`config.mk`:
```
export PLATFORM = sky130hd
export DESIGN_NAME = mem_port_arbiter
export DESIGN_NICKNAME = d
export VERILOG_FILES = /design/src/rtl/mem_port_arbiter_pkg.sv /design/src/rtl/mem_port_arbiter_id_fifo.sv /design/src/rtl/mem_port_arbiter.sv
export SDC_FILE = /design/constraint.sdc
export NUM_CORES = 1
export LEC_CHECK = 0
export CAP_MARGIN = 25
export CORE_AREA = 4 4 233 235
export CTS_CLUSTER_DIAMETER = 120
export DETAILED_ROUTE_END_ITERATION = 8
export DIE_AREA = 0 0 237 239
export HOLD_SLACK_MARGIN = 0.02
export SYNTH_ARGS = -nofsm -noshare
export SYNTH_HDL_FRONTEND = slang
export SYNTH_HIERARCHICAL = 1
export SYNTH_SLANG_ARGS = --single-unit
```
`constraint.sdc`:
```
create_clock -name clk -period 3.5 [get_ports clk]
set_input_delay 0.35 -clock clk [delete_from_list [all_inputs] [get_ports clk]]
set_output_delay 0.35 -clock clk [all_outputs]
set_load 0.02 [all_outputs]
```
`src/rtl/mem_port_arbiter_pkg.sv`:
```
// mem_port_arbiter_pkg: shared arbitration constants, write FSM states and the round-robin pick helper
package mem_port_arbiter_pkg;

  localparam logic ARB_FIXED = 1'b0;
  localparam logic ARB_RR    = 1'b1;
  localparam int   MAX_PORTS = 8;

  typedef enum logic {W_IDLE, W_BUSY} wstate_t;

  typedef struct packed {
    logic       found;
    logic [2:0] idx;
  } pick_t;

  // First requester at or after ptr+1 (mod n); scanning downward lets the nearest one win.
  function automatic pick_t rr_pick(input logic [MAX_PORTS-1:0] req, input logic [2:0] ptr, input int n);
    pick_t p;
    int c;
    p = '0;
    for (int k = n; k >= 1; k--) begin
      c = (int'(ptr) + k) % n;
      if (req[c[2:0]]) begin
        p.found = 1'b1;
        p.idx   = c[2:0];
      end
    end
    return p;
  endfunction

endpackage

```
`src/rtl/mem_port_arbiter_id_fifo.sv`:
```
// mem_port_arbiter_id_fifo: in-order FIFO of issued read owner IDs with full/empty/count
module mem_port_arbiter_id_fifo #(
  parameter int W = 2,
  parameter int DEPTH = 4,
  localparam int CNT_W = $clog2(DEPTH) + 1,
  localparam int PTR_W = DEPTH > 1 ? $clog2(DEPTH) : 1
) (
  input  logic             clk,
  input  logic             rst,
  input  logic             push,
  input  logic [W-1:0]     din,
  input  logic             pop,
  output logic [W-1:0]     dout,
  output logic             full,
  output logic             empty,
  output logic [CNT_W-1:0] count
);

  logic [W-1:0]     mem [DEPTH];
  logic [PTR_W-1:0] wr_ptr, rd_ptr;
  logic             do_push, do_pop;

  assign full    = count == CNT_W'(DEPTH);
  assign empty   = count == '0;
  assign do_push = push & ~full;
  assign do_pop  = pop & ~empty;
  assign dout    = mem[rd_ptr];

  // Storage has no reset: entries are only read once count says they were written.
  always_ff @(posedge clk) begin
    if (do_push) mem[wr_ptr] <= din;
  end

  // Pointer and occupancy bookkeeping; push and pop together leave count unchanged.
  always_ff @(posedge clk) begin
    if (rst) begin
      wr_ptr <= '0;
      rd_ptr <= '0;
      count  <= '0;
    end else begin
      if (do_push) wr_ptr <= (wr_ptr == PTR_W'(DEPTH - 1)) ? '0 : wr_ptr + 1'b1;
      if (do_pop) rd_ptr <= (rd_ptr == PTR_W'(DEPTH - 1)) ? '0 : rd_ptr + 1'b1;
      count <= count + CNT_W'(do_push) - CNT_W'(do_pop);
    end
  end

endmodule

```
`src/rtl/mem_port_arbiter.sv`:
```
// mem_port_arbiter: shares one memory port between engines with independent read/write arbitration
module mem_port_arbiter
  import mem_port_arbiter_pkg::*;
#(
  parameter int NUM_PORTS = 4,
  parameter int ADDR_W = 26,
  parameter int DATA_W = 32,
  parameter int MAX_OUTSTANDING = 4,
  localparam int ID_W = $clog2(NUM_PORTS),
  localparam int CNT_W = $clog2(MAX_OUTSTANDING) + 1
) (
  input  logic                        clk,
  input  logic                        rst,
  input  logic                        arb_mode,
  input  logic [ID_W-1:0]             sel,
  input  logic [NUM_PORTS-1:0]        eng_wvalid,
  output logic [NUM_PORTS-1:0]        eng_wready,
  input  logic [NUM_PORTS*ADDR_W-1:0] eng_waddr,
  input  logic [NUM_PORTS*DATA_W-1:0] eng_wdata,
  input  logic [NUM_PORTS-1:0]        eng_rvalid,
  output logic [NUM_PORTS-1:0]        eng_rready,
  input  logic [NUM_PORTS*ADDR_W-1:0] eng_raddr,
  output logic [NUM_PORTS*DATA_W-1:0] eng_rdata,
  output logic                        mem_wvalid,
  input  logic                        mem_wready,
  output logic [ADDR_W-1:0]           mem_waddr,
  output logic [DATA_W-1:0]           mem_wdata,
  output logic                        mem_rvalid,
  input  logic                        mem_rack,
  output logic [ADDR_W-1:0]           mem_raddr,
  input  logic                        mem_rready,
  input  logic [DATA_W-1:0]           mem_rdata,
  output logic [CNT_W-1:0]            outstanding,
  output logic                        err_unexp_rsp
);

  wstate_t                w_state;
  logic [ID_W-1:0]        w_id, w_ptr, r_ptr, r_id, head;
  logic [NUM_PORTS-1:0]   port_mask, pending;
  logic [MAX_PORTS-1:0]   w_req, r_req;
  pick_t                  w_pick, r_pick;
  logic                   w_busy, fifo_full, fifo_empty, push, pop;

  // Fixed mode narrows eligibility to the selected port; out-of-range sel shifts out to no port.
  assign port_mask = (arb_mode == ARB_RR) ? '1 : (NUM_PORTS'(1) << sel);
  assign w_req     = MAX_PORTS'(eng_wvalid & port_mask);
  assign r_req     = MAX_PORTS'(eng_rvalid & ~pending & port_mask);

  // Each channel searches from its own pointer.
  always_comb begin
    w_pick = rr_pick(w_req, 3'(w_ptr), NUM_PORTS);
    r_pick = rr_pick(r_req, 3'(r_ptr), NUM_PORTS);
  end

  // Write FSM: a grant latches the owner, so mode/sel changes cannot steal a busy write.
  always_ff @(posedge clk) begin
    if (rst) begin
      w_state <= W_IDLE;
      w_id    <= '0;
      w_ptr   <= ID_W'(NUM_PORTS - 1);
    end else if (w_state == W_IDLE) begin
      if (w_pick.found) begin
        w_state <= W_BUSY;
        w_id    <= ID_W'(w_pick.idx);
        w_ptr   <= ID_W'(w_pick.idx);
      end
    end else if (mem_wready) begin
      w_state <= W_IDLE;
    end
  end

  assign w_busy     = w_state == W_BUSY;
  assign mem_wvalid = w_busy;
  assign mem_waddr  = w_busy ? eng_waddr[w_id*ADDR_W +: ADDR_W] : '0;
  assign mem_wdata  = w_busy ? eng_wdata[w_id*DATA_W +: DATA_W] : '0;
  assign eng_wready = (w_busy && mem_wready) ? NUM_PORTS'(1) << w_id : '0;

  // Read issue is combinational and held off whenever the ID FIFO is full.
  assign r_id       = ID_W'(r_pick.idx);
  assign mem_rvalid = r_pick.found & ~fifo_full;
  assign mem_raddr  = mem_rvalid ? eng_raddr[r_id*ADDR_W +: ADDR_W] : '0;
  assign push       = mem_rvalid & mem_rack;
  assign pop        = mem_rready & ~fifo_empty;
  assign eng_rready = pop ? NUM_PORTS'(1) << head : '0;

  // Only the port owning the returning response sees data; all other slices stay zero.
  always_comb begin
    eng_rdata = '0;
    if (pop) eng_rdata[head*DATA_W +: DATA_W] = mem_rdata;
  end

  // Pending blocks a port from re-issuing while its read is in flight.
  always_ff @(posedge clk) begin
    if (rst) begin
      pending       <= '0;
      r_ptr         <= ID_W'(NUM_PORTS - 1);
      err_unexp_rsp <= 1'b0;
    end else begin
      pending <= (pending | (push ? NUM_PORTS'(1) << r_id : '0)) & ~(pop ? NUM_PORTS'(1) << head : '0);
      if (push) r_ptr <= r_id;
      if (mem_rready && fifo_empty) err_unexp_rsp <= 1'b1;
    end
  end

  mem_port_arbiter_id_fifo #(
    .W    (ID_W),
    .DEPTH(MAX_OUTSTANDING)
  ) u_id_fifo (
    .clk  (clk),
    .rst  (rst),
    .push (push),
    .din  (r_id),
    .pop  (pop),
    .dout (head),
    .full (fifo_full),
    .empty(fifo_empty),
    .count(outstanding)
  );

endmodule
```
==> results.cfg <==
[status]
status = finished clean

[drt]
vias = 7363
wl_per_cell_microns = 21.0
drc = 0
ant_nets = 0
drt-total-wl_microns = 40000
first_pass_iters = 4
first_iter_violations = 365
vias_per_cell = 3.87

[power]
power_density_nw_per_um2 = 289
switching_share_pct = 41.9
vdd_drop_max_uv = 246
p_comb_share_pct = 75.2
p_clk_share_pct = 10.7
leakage_nw = 5.05
pwr-share-seq_pct = 14.1
p_switching_w = 0.00155
finalPower_w = 0.00369
p_int_w = 0.00214

[die]
die_area_sq_um = 56600
start_util_pct = 10.2
die_width_microns = 237
io-pin-count = 610
core_sq_um = 52200
fp-row-count = 84
die_y_microns = 239

[cts]
clk_path_buf_depth = 2
clock-root-buffer = clkbuf_16
cts_htree_levels = 2
cts.sinks = 29
tritoncts = built
clkSlewWorstSetupHoldPaths_ps = 50
cts_made_buffers = 5
postCtsHoldBufs = 0
clk_latency_ps = 270

[yosys]
yosys.area_share.simple_pct = 30.6
ys.flop_type = dfxtp_1
syn_avg_cell_area_sq_um = 9.06
synth_fp_nets = 987
syn_area_sq_um = 5340
yosys.area.top_type_share_pct = 25.3
ys_types = 57
synth_top_area_cell = mux4_2
synth_mux_area_share_pct = 31.4
ys_ff_latch = 29
synth_compound_area_share_pct = 16.2
synth_edf_count = 8
yosys-top-cells-area = mux4_2 (25%), and2_1 (22%), dfxtp_1 (7.9%), mux2i_1 (5.6%), edfxtp_1 (4.5%)
synth_xor_xnor_area_share_pct = 0.164
ys_seq_area_share_pct = 12.4
synthArstFlopShare_pct = 0
yosysWarnings = 6
synth_cells = 590
synth_adder_area_share_pct = 3.19
synth_top_family_by_area = multiplexers

[worst_hold_path]
min_from = pending[0]
hold_end = pending[0]
min_path_cells = 1
hold_class = reg2reg

[sta]
fin_tns_setup_ps = 0
setup_viol = 0
period_needed_ps = 3390
period_share_pct = 97.0
maxSlewViolCount = 0
hold_viol = 0
relSlewSlack_pct = 47.0
fmax_ghz = 0.295
skew_ps = 5.72
tightestPinTransition_ps = 793

[final_layout]
drive_gt1_share_pct = 14.5
layout_commonest_cell = clkdlybuf4s50_1
final_area_sq_um = 12800
mostFrequentLayoutCells = clkdlybuf4s50_1 (559), and2_1 (191), mux4_2 (60)
layout.nets = 1607
fillers = 5654
syn2layout_area_growth_pct = 139

[global_routing]
grt_pass1_wl_microns = 54900
grt_antenna_before_repair = 13
grt_max_degree = 39
grt_util_all_layers_pct = 13.0
first_global_vias = 7805
grt.overflow.total = 0

[critical_path]
crit_type = reg2out
startpoint_type = flip-flop
crit_path_end_kind = output pin
r2r-start = pending[0]
worstPathArrival_ps = 3040
cp_max_fo = 32
cp_data_required_time_ps = 3150
r2r-end = u_id_fifo/count[2]
reg2reg_slack_ps = 670
reg2reg_depth = 15

[placed_design]
gp_congestion = 0.899
numPortBuffers = 609
hpwl_microns = 35200
placed_cell_area_sq_um = 12600

[flow_run]
drv_cap = 0
[power by group through the flow]
stage	registers [W]	logic (W)	clock network (W)
2_1_floorplan	0.000491	0.00135	0
3_3_place_gp	0.000527	0.00281	0
3_5_place_dp	0.000529	0.00282	0
4_1_cts	0.000524	0.00282	0.000409
5_1_grt	0.000533	0.00296	0.000418
6_report	0.000520	0.00277	0.000396
[how the worst max path moves through the flow]
stage | from | end | slack (ps) | cells after the start
after floorplan | sel[0] | u_id_fifo/count[2] | 200 | 16
after global placement | sel[0] | u_id_fifo/count[2] | 10 | 16
after detailed placement | sel[0] | mem_raddr[11] | -30 | 11
after CTS | sel[0] | mem_raddr[25] | 2 | 11
after global routing | flip-flop | eng_rdata[9] | -3 | 8
final | flip-flop | eng_rdata[113] | 110 | 7
[per-layer routing]
layer | vias to the layer above | wire [microns] | global-route usage, %
met1 | 3499 | 15100 | 14.6
li1 | 3403 | - | -
met5 | - | 82 | 0
met2 | 406 | 20800 | 24.5
met3 | 43 | 3230 | 4.01
met4 | 12 | 750 | 2.18
[critical path: stages, from the launching register on]
cell	delay [ps]
dfxtp_1	390
mux4_2	570
inv_2	130
ha_1	300
nor4b_4	350
buf_12	220
and2_1	170
clkdlybuf4s50_1	600
[final cells by class]
type / count / area [sq um] / area share (%)
diodes: 4 / 10.0 / 0.0783
clock inverters: 2 / 10.0 / 0.0783
flip-flops and latches: 29 / 669 / 5.23
clock buffers: 6 / 129 / 1.01
repair buffers: 668 / 6660 / 52.1
inverters: 17 / 63.8 / 0.499
multi-input cells: 489 / 4390 / 34.3
well taps: 688 / 861 / 6.73
[logic make-up after synthesis]
kind of cell,after synthesis
multiplexers,92
buffers and inverters,72
flip-flops,29
AND/OR/NAND/NOR,268
adder cells (fa/ha/maj),13
XOR/XNOR,1
AO/OA/AOI/OAI,115
[flip-flops by register name (all words and copies together), names as in the netlist, named ones only]
register	count
err_unexp_rsp	1
mem_wvalid	1
pending	4
r_ptr	2
u_id_fifo/count	3
u_id_fifo/mem	8
u_id_fifo/rd_ptr	2
u_id_fifo/wr_ptr	2
w_id	2
w_ptr	2
[what timing repair did]
item	CTS	global route
buffers inserted	0	1
resized for setup	19	28
endpoints found under the setup margin	19	70
[cell usage after synthesis, drive strengths merged (2+ instances only)]
cell type and instances:
nor3 12, a211o 2, o21ai 6, nor2 17
a21oi 35, inv 17, and2 195, edfxtp 8
buf 23, nor3b 2, clkbuf 32, or3 2
mux2i 30, nor2b 6, o21a 2, and3 5
nand2b 6, mux2 2, mux4 60, nand2 15
a31oi 3, or2 3, dfxtp 21, nand3 2
a211oi 2, ha 12, o31a 26, o22ai 26
o211ai 2
[per-stage QoR]
| step | std cells | hold slack [ps] | worst slack [ps] | utilization [%] |
|---|---|---|---|---|
| after floorplan | 590 | 432 | 203 | - |
| after global placement | 1890 | 440 | 14.8 | 24.1 |
| after detailed placement | 1890 | 450 | -33.1 | 24.1 |
| after CTS | 1898 | 461 | 1.61 | 24.3 |
| after global routing | 1900 | 476 | -2.61 | 24.5 |
| final | 1903 | 455 | 106 | 24.5 |
Power figures use the tool's default switching activity.
